<file path="src/rtl/micro_sequencer.sv">
// Multi-cycle control sequencer: walks EXEC/MEM/WB micro-steps per instruction class.
// Optional macro PIPE_DISPATCH_EN: accept the next instruction in the final step of a sequence.
module micro_sequencer #(
    parameter int MEM_TIMEOUT = 16,
    parameter int TO_W        = 5
) (
    input  logic       clk,
    input  logic       reset_n,
    input  logic       instr_valid,
    input  logic [5:0] mapped_address,
    output logic       instr_ready,
    input  logic       flush,
    input  logic       mem_ack,
    output logic       alu_en,
    output logic [5:0] alu_op,
    output logic       reg_we,
    output logic       mem_re,
    output logic       mem_we,
    output logic       branch_en,
    output logic       jump_en,
    output logic       illegal_instr,
    output logic       mem_timeout,
    output logic       busy
);

    typedef enum logic [1:0] {
        S_IDLE = 2'd0,
        S_EXEC = 2'd1,
        S_MEM  = 2'd2,
        S_WB   = 2'd3
    } state_t;

    localparam logic [5:0] OP_NOP        = 6'd0;
    localparam logic [5:0] OP_LOAD       = 6'd11;
    localparam logic [5:0] OP_STORE      = 6'd12;
    localparam logic [5:0] OP_BRANCH     = 6'd13;
    localparam logic [5:0] OP_JAL        = 6'd25;
    localparam logic [5:0] OP_JALR       = 6'd26;
    localparam logic [5:0] OP_LAST_LEGAL = 6'd26;

    localparam logic [TO_W-1:0] CNT_LAST = TO_W'(MEM_TIMEOUT - 1);
    localparam logic [TO_W-1:0] CNT_ONE  = {{(TO_W-1){1'b0}}, 1'b1};

    function automatic logic is_legal(input logic [5:0] code);
        return (code <= OP_LAST_LEGAL);
    endfunction

    function automatic state_t entry_state(input logic [5:0] code);
        if ((code != OP_NOP) && is_legal(code)) begin
            return S_EXEC;
        end else begin
            return S_IDLE;
        end
    endfunction

    state_t          state_q, state_d;
    logic [5:0]      alu_op_q, alu_op_d;
    logic [TO_W-1:0] cnt_q, cnt_d;
    logic            alu_en_q, alu_en_d;
    logic            reg_we_q, reg_we_d;
    logic            mem_re_q, mem_re_d;
    logic            mem_we_q, mem_we_d;
    logic            branch_en_q, branch_en_d;
    logic            jump_en_q, jump_en_d;
    logic            illegal_q, illegal_d;
    logic            timeout_q, timeout_d;
    logic            busy_q, busy_d;
    logic            last_step_s;
    logic            ready_s;
    logic            accept_s;

    // Next-state, counter and registered-strobe computation
    always_comb begin
        state_d     = state_q;
        alu_op_d    = alu_op_q;
        cnt_d       = {TO_W{1'b0}};
        illegal_d   = 1'b0;
        timeout_d   = 1'b0;

        case (state_q)
            S_WB:    last_step_s = 1'b1;
            S_EXEC:  last_step_s = (alu_op_q == OP_BRANCH);
            S_MEM:   last_step_s = (alu_op_q == OP_STORE) && mem_ack;
            default: last_step_s = 1'b0;
        endcase

`ifdef PIPE_DISPATCH_EN
        ready_s = (state_q == S_IDLE) || (last_step_s && !flush);
`else
        ready_s = (state_q == S_IDLE);
`endif
        accept_s = instr_valid && ready_s;

        case (state_q)
            S_IDLE: begin
                state_d = S_IDLE;
            end
            S_EXEC: begin
                if (flush) begin
                    state_d = S_IDLE;
                end else if ((alu_op_q == OP_LOAD) || (alu_op_q == OP_STORE)) begin
                    state_d = S_MEM;
                end else if (alu_op_q == OP_BRANCH) begin
                    state_d = S_IDLE;
                end else begin
                    state_d = S_WB;
                end
            end
            S_MEM: begin
                // flush beats both ack and timeout; counter only runs while waiting
                if (flush) begin
                    state_d = S_IDLE;
                end else if (mem_ack) begin
                    state_d = (alu_op_q == OP_LOAD) ? S_WB : S_IDLE;
                end else if (cnt_q == CNT_LAST) begin
                    state_d   = S_IDLE;
                    timeout_d = 1'b1;
                end else begin
                    state_d = S_MEM;
                    cnt_d   = cnt_q + CNT_ONE;
                end
            end
            S_WB: begin
                state_d = S_IDLE;
            end
            default: begin
                state_d = S_IDLE;
            end
        endcase

        if (accept_s) begin
            alu_op_d  = mapped_address;
            state_d   = entry_state(mapped_address);
            illegal_d = !is_legal(mapped_address);
            cnt_d     = {TO_W{1'b0}};
        end else begin
            alu_op_d = alu_op_q;
        end

        alu_en_d    = (state_d == S_EXEC);
        branch_en_d = (state_d == S_EXEC) && (alu_op_d == OP_BRANCH);
        jump_en_d   = (state_d == S_EXEC) && ((alu_op_d == OP_JAL) || (alu_op_d == OP_JALR));
        mem_re_d    = (state_d == S_MEM) && (alu_op_d == OP_LOAD);
        mem_we_d    = (state_d == S_MEM) && (alu_op_d == OP_STORE);
        reg_we_d    = (state_d == S_WB);
        busy_d      = (state_d != S_IDLE);
    end

    // State and output registers
    always_ff @(posedge clk or negedge reset_n) begin
        if (!reset_n) begin
            state_q     <= S_IDLE;
            alu_op_q    <= 6'd0;
            cnt_q       <= {TO_W{1'b0}};
            alu_en_q    <= 1'b0;
            reg_we_q    <= 1'b0;
            mem_re_q    <= 1'b0;
            mem_we_q    <= 1'b0;
            branch_en_q <= 1'b0;
            jump_en_q   <= 1'b0;
            illegal_q   <= 1'b0;
            timeout_q   <= 1'b0;
            busy_q      <= 1'b0;
        end else begin
            state_q     <= state_d;
            alu_op_q    <= alu_op_d;
            cnt_q       <= cnt_d;
            alu_en_q    <= alu_en_d;
            reg_we_q    <= reg_we_d;
            mem_re_q    <= mem_re_d;
            mem_we_q    <= mem_we_d;
            branch_en_q <= branch_en_d;
            jump_en_q   <= jump_en_d;
            illegal_q   <= illegal_d;
            timeout_q   <= timeout_d;
            busy_q      <= busy_d;
        end
    end

    assign instr_ready   = ready_s;
    assign alu_en        = alu_en_q;
    assign alu_op        = alu_op_q;
    assign reg_we        = reg_we_q;
    assign mem_re        = mem_re_q;
    assign mem_we        = mem_we_q;
    assign branch_en     = branch_en_q;
    assign jump_en       = jump_en_q;
    assign illegal_instr = illegal_q;
    assign mem_timeout   = timeout_q;
    assign busy          = busy_q;

endmodule

</file>
<file path="config.mk">
export PLATFORM = sky130hd
export DESIGN_NAME = micro_sequencer
export DESIGN_NICKNAME = d
export VERILOG_FILES = /design/src/rtl/micro_sequencer.sv
export SDC_FILE = /design/constraint.sdc
export NUM_CORES = 1
export LEC_CHECK = 0
export ABC_AREA = 1
export CORE_MARGIN = 5
export CORE_UTILIZATION = 52
export CTS_BUF_LIST = sky130_fd_sc_hd__clkbuf_4
export CTS_CLUSTER_SIZE = 40
export DETAILED_ROUTE_END_ITERATION = 10
export PLACE_DENSITY = 0.85
export SYNTH_ARGS = -nofsm -noshare
export SYNTH_HDL_FRONTEND = slang
export SYNTH_SLANG_ARGS = --single-unit
</file>
<file path="constraint.sdc">
create_clock -name clk -period 3.6 [get_ports clk]
set_input_delay 0.72 -clock clk [delete_from_list [all_inputs] [get_ports clk]]
set_output_delay 0.72 -clock clk [all_outputs]
set_load 0.1 [all_outputs]
</file>
* Word-level counts from Yosys, hierarchy flattened
Cells that the tools add are included.
Storage, ports and cells: input port bits 11, output and inout port bits 16, bits in registers 22, logic and storage cells 63
Cells by class: equality and inequality tests 15, mux-type cells 21, $lt $le $gt $ge 1, add/sub/neg operators 1, reduce and logical (&&, ||, !) cells 13
Operators by type and width (number):
- 6-bit by 4-bit == test with 1-bit output, second input constant | 6
- 5-bit 2-to-1 mux | 5
- 2-bit 2-to-1 mux | 8
- 6-bit by 5-bit == test with 1-bit output, second input constant | 2
- 2-bit == test, second input constant | 4
- 6-bit by 5-bit <= comparator with 1-bit output, second input constant | 1
- 1-bit logical AND | 6
- 1-bit 2-to-1 mux | 6
- 6-bit 2-to-1 mux | 1
- 2-bit case mux with 3 select lines | 1
- 6-bit nonzero test | 1
- 5-bit by 1-bit adder with 5-bit output, second input constant | 1
- 5-bit by 4-bit == test with 1-bit output, second input constant | 1
- 2-bit by 1-bit == test with 1-bit output, second input constant | 2
- 2-bit zero test | 1
- 1-bit logical OR | 2
- 2-bit nonzero test | 1
- 2-bit OR reduction | 1
- 1-bit zero test | 1

* Depth between registers and ports, before layout
depth in word-level cells 8, gate-level depth with buffers 8, depth with buffers taken out 8

* Worst setup path after synthesis
OpenSTA, ideal clock, no wires.
path kind register to register, start register alu_op_q[3] (netlist: alu_op[3]), end register mem_re_q (netlist: mem_re), path slack 1817 ps, setup time 72 ps, buffers on the path 0, clock period less this slack 1783 ps, required time 3528 ps, arrival time 1711 ps, stages on the path, launching flop included 9, path through dfrtp_1 -> inv_1 -> nor2_1 -> nand3_1 -> nand3_1 -> nand2_1 -> nor2_1 -> nand3_1 -> nor2_1
Between the ends: word-level cells in the longest chain between the ends 8, elaborated cells between the ends (all ways) 16, classes of those cells eq/ne: 5; mux: 9; reduce/logical: 2
Ends and longest elaborated chain:
- start: declaration | line 57 | logic [5:0] alu_op_q, alu_op_d;
- start signal: assignment | line 166 | alu_op_q <= alu_op_d;
- 6-bit by 4-bit == test with 1-bit output, on equally long branches | line 101, 114, 103
- 2-bit 2-to-1 mux (tied with other cells) | line 114 | state_d = (alu_op_q == OP_LOAD) ? S_WB : S_IDLE;
- 2-bit 2-to-1 mux, on equally long branches | line 113, 101
- 2-bit 2-to-1 mux, on equally long branches | line 111, 99
- 2-bit case mux with 3 select lines | line 94 | case (state_q)
- 2-bit 2-to-1 mux | line 131 | if (accept_s) begin
- 2-bit == test | line 143 | mem_re_d = (state_d == S_MEM) && (alu_op_d == OP_LOAD);
- 1-bit logical AND * | line 143
- via mem_re_d | line 61 | logic mem_re_q, mem_re_d;
- end signal: assignment | line 170 | mem_re_q <= mem_re_d;
- end: declaration | line 61
The timed path passes the listed nets; every way through them passes the cells marked *.

* Final worst setup path
start register alu_op_q[2] (netlist: alu_op[2]), end output port alu_op[2]
RTL lines:
- end: declaration | line 15 | output logic [5:0] alu_op,
No word-level cell between the ends.

==> summary.md <==
| Metric | Value |
|---|---|
| Status | `complete, no violations` |
| Met2 Resource Use GR | `0.289` |
| Post-synth EDFFs | `0` |
| Met3 Use GR | `0.0302` |
| Asr flop ratio synth | `1.00` |
| Clk slew on worst S/H paths | `approximately 0.12 ns` |
| WL final | `approximately 2300 um` |
| Antenna Nets Post-Route | `0` |
| First-pass GRT wire length | `just over 4000 um` |
| RSZ-0062 raised after global routing | `false` |
| Final hold vios | `0` |
| Drt drc | `0` |
| Core ar. | `about 2000 um2` |
| Syn Nets | `roughly 140` |
| Post-DP HPWL | `between 1500 and 2000 um` |
| Boundary Pins | `27` |
| WL/cell | `around 12 um` |
| Hold Path Class | `reg2reg` |
| Slowest CP cell | `clkdlybuf4s50_1` |
| Final Skew | `roughly 0.0033 ns` |
| Worst-Margin Slew | `0.999 ns` |
| Largest net degree at the start of global routing | `23` |
| Setup slack after layout | `between 0.9 and 1 ns` |
| Die footprint | `between 3000 and 4000 um2` |
| Max stage delay on crit path | `1.18 ns` |
| Site Rows | `16` |
| Total power | `around 1.3 mW` |
| Top-area cell type share of the netlist area | `0.504` |
| Worst EP required | `between 2 and 3 ns` |
| Number of vias per cell | `roughly 5.1` |
| Dpl ws | `approximately 1.3 ns` |
| Worst Path Arrival | `1.93 ns` |
| RD Place Congestion | `around 0.89` |
| Worst-Skew Late Latency | `roughly 0.30 ns` |
| Worst path cell trace | `clkdlybuf4s50_1` |
| Vias in the first global route | `between 1,000 and 1,500` |
| Post-CTS Setup Bufs | `0` |
| CP Class | `reg2out` |
| Yosys cell types | `22` |
| Width of the die | `between 50 and 60 um` |
| Synth area leaders | `dfrtp_1 50%, nand2_1 9.6%, inv_1 7.2%` |
| Largest delay share family, worst path | `buffers and inverters` |
| Count leader, synth | `nand2_1` |
| Initial antenna violation count | `0` |
| Post-synth top cells | `28 x nand2_1, 22 x dfrtp_1, 21 x inv_1, 17 x nor2_1, 10 x nand3_1` |
| Root Buffer | `clkbuf_4` |
| Slew Limit Fails | `0` |
| LEAKAGE | `between 0.6 and 0.7 nW` |
| Pwr dens | `approximately 920 nW/um2` |
| Starting Density | `0.551` |
| Leading area contributor after synthesis | `dfrtp_1` |
| Syn_area_per_cell | `about 8.3 um2` |
| Ys Warns | `0` |
| Port-buffer cells | `26` |
| Cells resized by post-CTS repair | `0` |
| CTS tree | `yes` |
| CTS Buffer Depth | `2` |
| Mapped cell area | `~1100 um2` |
| Crit. End Element | `primary output` |
| Yosys reg bits | `22` |
| Startpoint types | `register` |
| Most used routing layer | `met2` |
| Filler cell count | `around 160` |
| Ys flop type | `dfrtp_1` |
| Post-layout min period | `approximately 2.7 ns` |
| Post-Synthesis Cells | `between 100 and 150` |
| Die Span Y | `55.8 um` |
| Maxcap violations | `0` |
| CTS Hold Buffers Added | `0` |
| Setup Viol. Count Final | `0` |
| Via count | `~950` |
| GR met1 Demand/Resource | `0.186` |
| Fin nets | `between 150 and 200` |
| Sequential share of the synthesized area | `0.504` |
| VDD IR max | `between 0.0006 and 0.0007 V` |
| Fin Setup TNS | `0 ns` |
| TritonCTS Buffers | `3` |
| Area growth, synth to finish | `28.1%` |
| Fmax | `0.377 GHz` |
| Drt first pass iters | `5` |
| Total number of H-tree levels | `1` |
| Worst slew margin | `0.332` |
| Fraction of layout cells with a size suffix above 1 | `0.138` |
| CTS Sinks | `22` |
| Overflow after GRT | `0` |
| GRT Total Usage | `0.163` |
| CP Max Fanout | `5` |
| N_diodes | `0` |
| Iter 0 DRT Violations | `19` |
| Critical path buffer and inverter count | `1` |
| Final period utilization | `0.737` |
==> worst register-to-register path: stages, from the launching register on <==
cell     delay (ns)
dfrtp_1        0.43
nor2_4         0.14
nand2_4        0.16
inv_2          0.14
nand2_1        0.06
nor2_1         0.22
inv_1          0.12
nor3_2         0.20
==> flip-flops by register name, indices dropped and copies added, names as in the netlist <==
name           count
illegal_instr      1
jump_en            1
cnt_q              5
alu_op             6
mem_we             1
alu_en             1
mem_timeout        1
state_q            2
mem_re             1
busy               1
reg_we             1
branch_en          1
==> stage by stage <==
stage	std cells	util	instance area, um2	hold WS [ns]
after floorplan	131	-	1090	0.424
after global placement	183	0.693	1370	0.458
after detailed placement	183	0.693	1370	0.488
final	187	0.706	1400	0.500
after CTS	187	0.706	1400	0.505
after global routing	187	0.706	1400	0.526
==> where the power goes <==
group / switching (mW) / internal, mW / leakage, nW
registers: 0.0543 / 0.302 / 0.291
clock network: 0.0719 / 0.0405 / 0.0154
logic: 0.622 / 0.191 / 0.381
total: 0.748 / 0.534 / 0.687
==> cell type report <==
type | instances | area [um2] | share of cell area
Sequential cell | 22 | 551 | 0.394
Clock inverter | 1 | 3.75 | 0.00268
Multi-Input combinational cell | 86 | 448 | 0.320
Tap cell | 27 | 33.8 | 0.0242
Timing Repair Buffer | 26 | 258 | 0.184
Clock buffer | 3 | 22.5 | 0.0161
Inverter | 22 | 82.6 | 0.0590
==> per-layer routing <==
layer  up-vias  wire length (um)
li1        462                 -
met1       437               982
met2        41              1160
met3         7               145
met4         0                46
met5         -                 0
==> final timing paths <==
kind | from | endpoint | slack [ns] | cells past startpoint
max | alu_op[2]$_DFF_PN0_ | alu_op[2] | 0.95 | 1
min | cnt_q[0]$_DFF_PN0_ | cnt_q[0]$_DFF_PN0_ | 0.50 | 1
max reg2reg | state_q[0]$_DFF_PN0_ | branch_en$_DFF_PN0_ | 2.05 | 7
min reg2reg | cnt_q[0]$_DFF_PN0_ | cnt_q[0]$_DFF_PN0_ | 0.50 | 1
max in group asynchronous | reset_n | cnt_q[0]$_DFF_PN0_ | 2.08 | 1
min in group asynchronous | reset_n | mem_timeout$_DFF_PN0_ | 0.93 | 1
==> cells in the final DEF (no fill, tap or decap) <==
| cell type | count |
|---|---|
| nor2_1 | 17 |
| o21ai_1 | 2 |
| nor3_2 | 2 |
| o21ai_2 | 4 |
| nand2_1 | 28 |
| inv_1 | 21 |
| nor2_2 | 2 |
| dfrtp_1 | 22 |
| nand2_2 | 6 |
| xnor2_1 | 1 |
| ha_1 | 1 |
| buf_4 | 1 |
| nor3_1 | 4 |
| inv_2 | 1 |
| o21bai_1 | 1 |
| clkinv_1 | 1 |
| xor2_1 | 1 |
| a21oi_1 | 1 |
| nor2_4 | 1 |
| nand2_4 | 1 |
| nand3b_1 | 3 |
| clkdlybuf4s50_1 | 25 |
| nand3_1 | 10 |
| clkbuf_4 | 3 |
| or2_2 | 1 |
==> logic make-up (layout without fill, tap and decap cells) <==
group / count (synthesis) / after routing / synth area share
xor+xnor: 2 / 2 / 0.0160
flops: 22 / 22 / 0.504
compound gates: 8 / 8 / 0.0527
buf+inv: 23 / 52 / 0.0859
fa+ha+maj: 1 / 1 / 0.0115
simple gates: 75 / 75 / 0.330
Note: power is estimated with default switching activity, not from simulation.
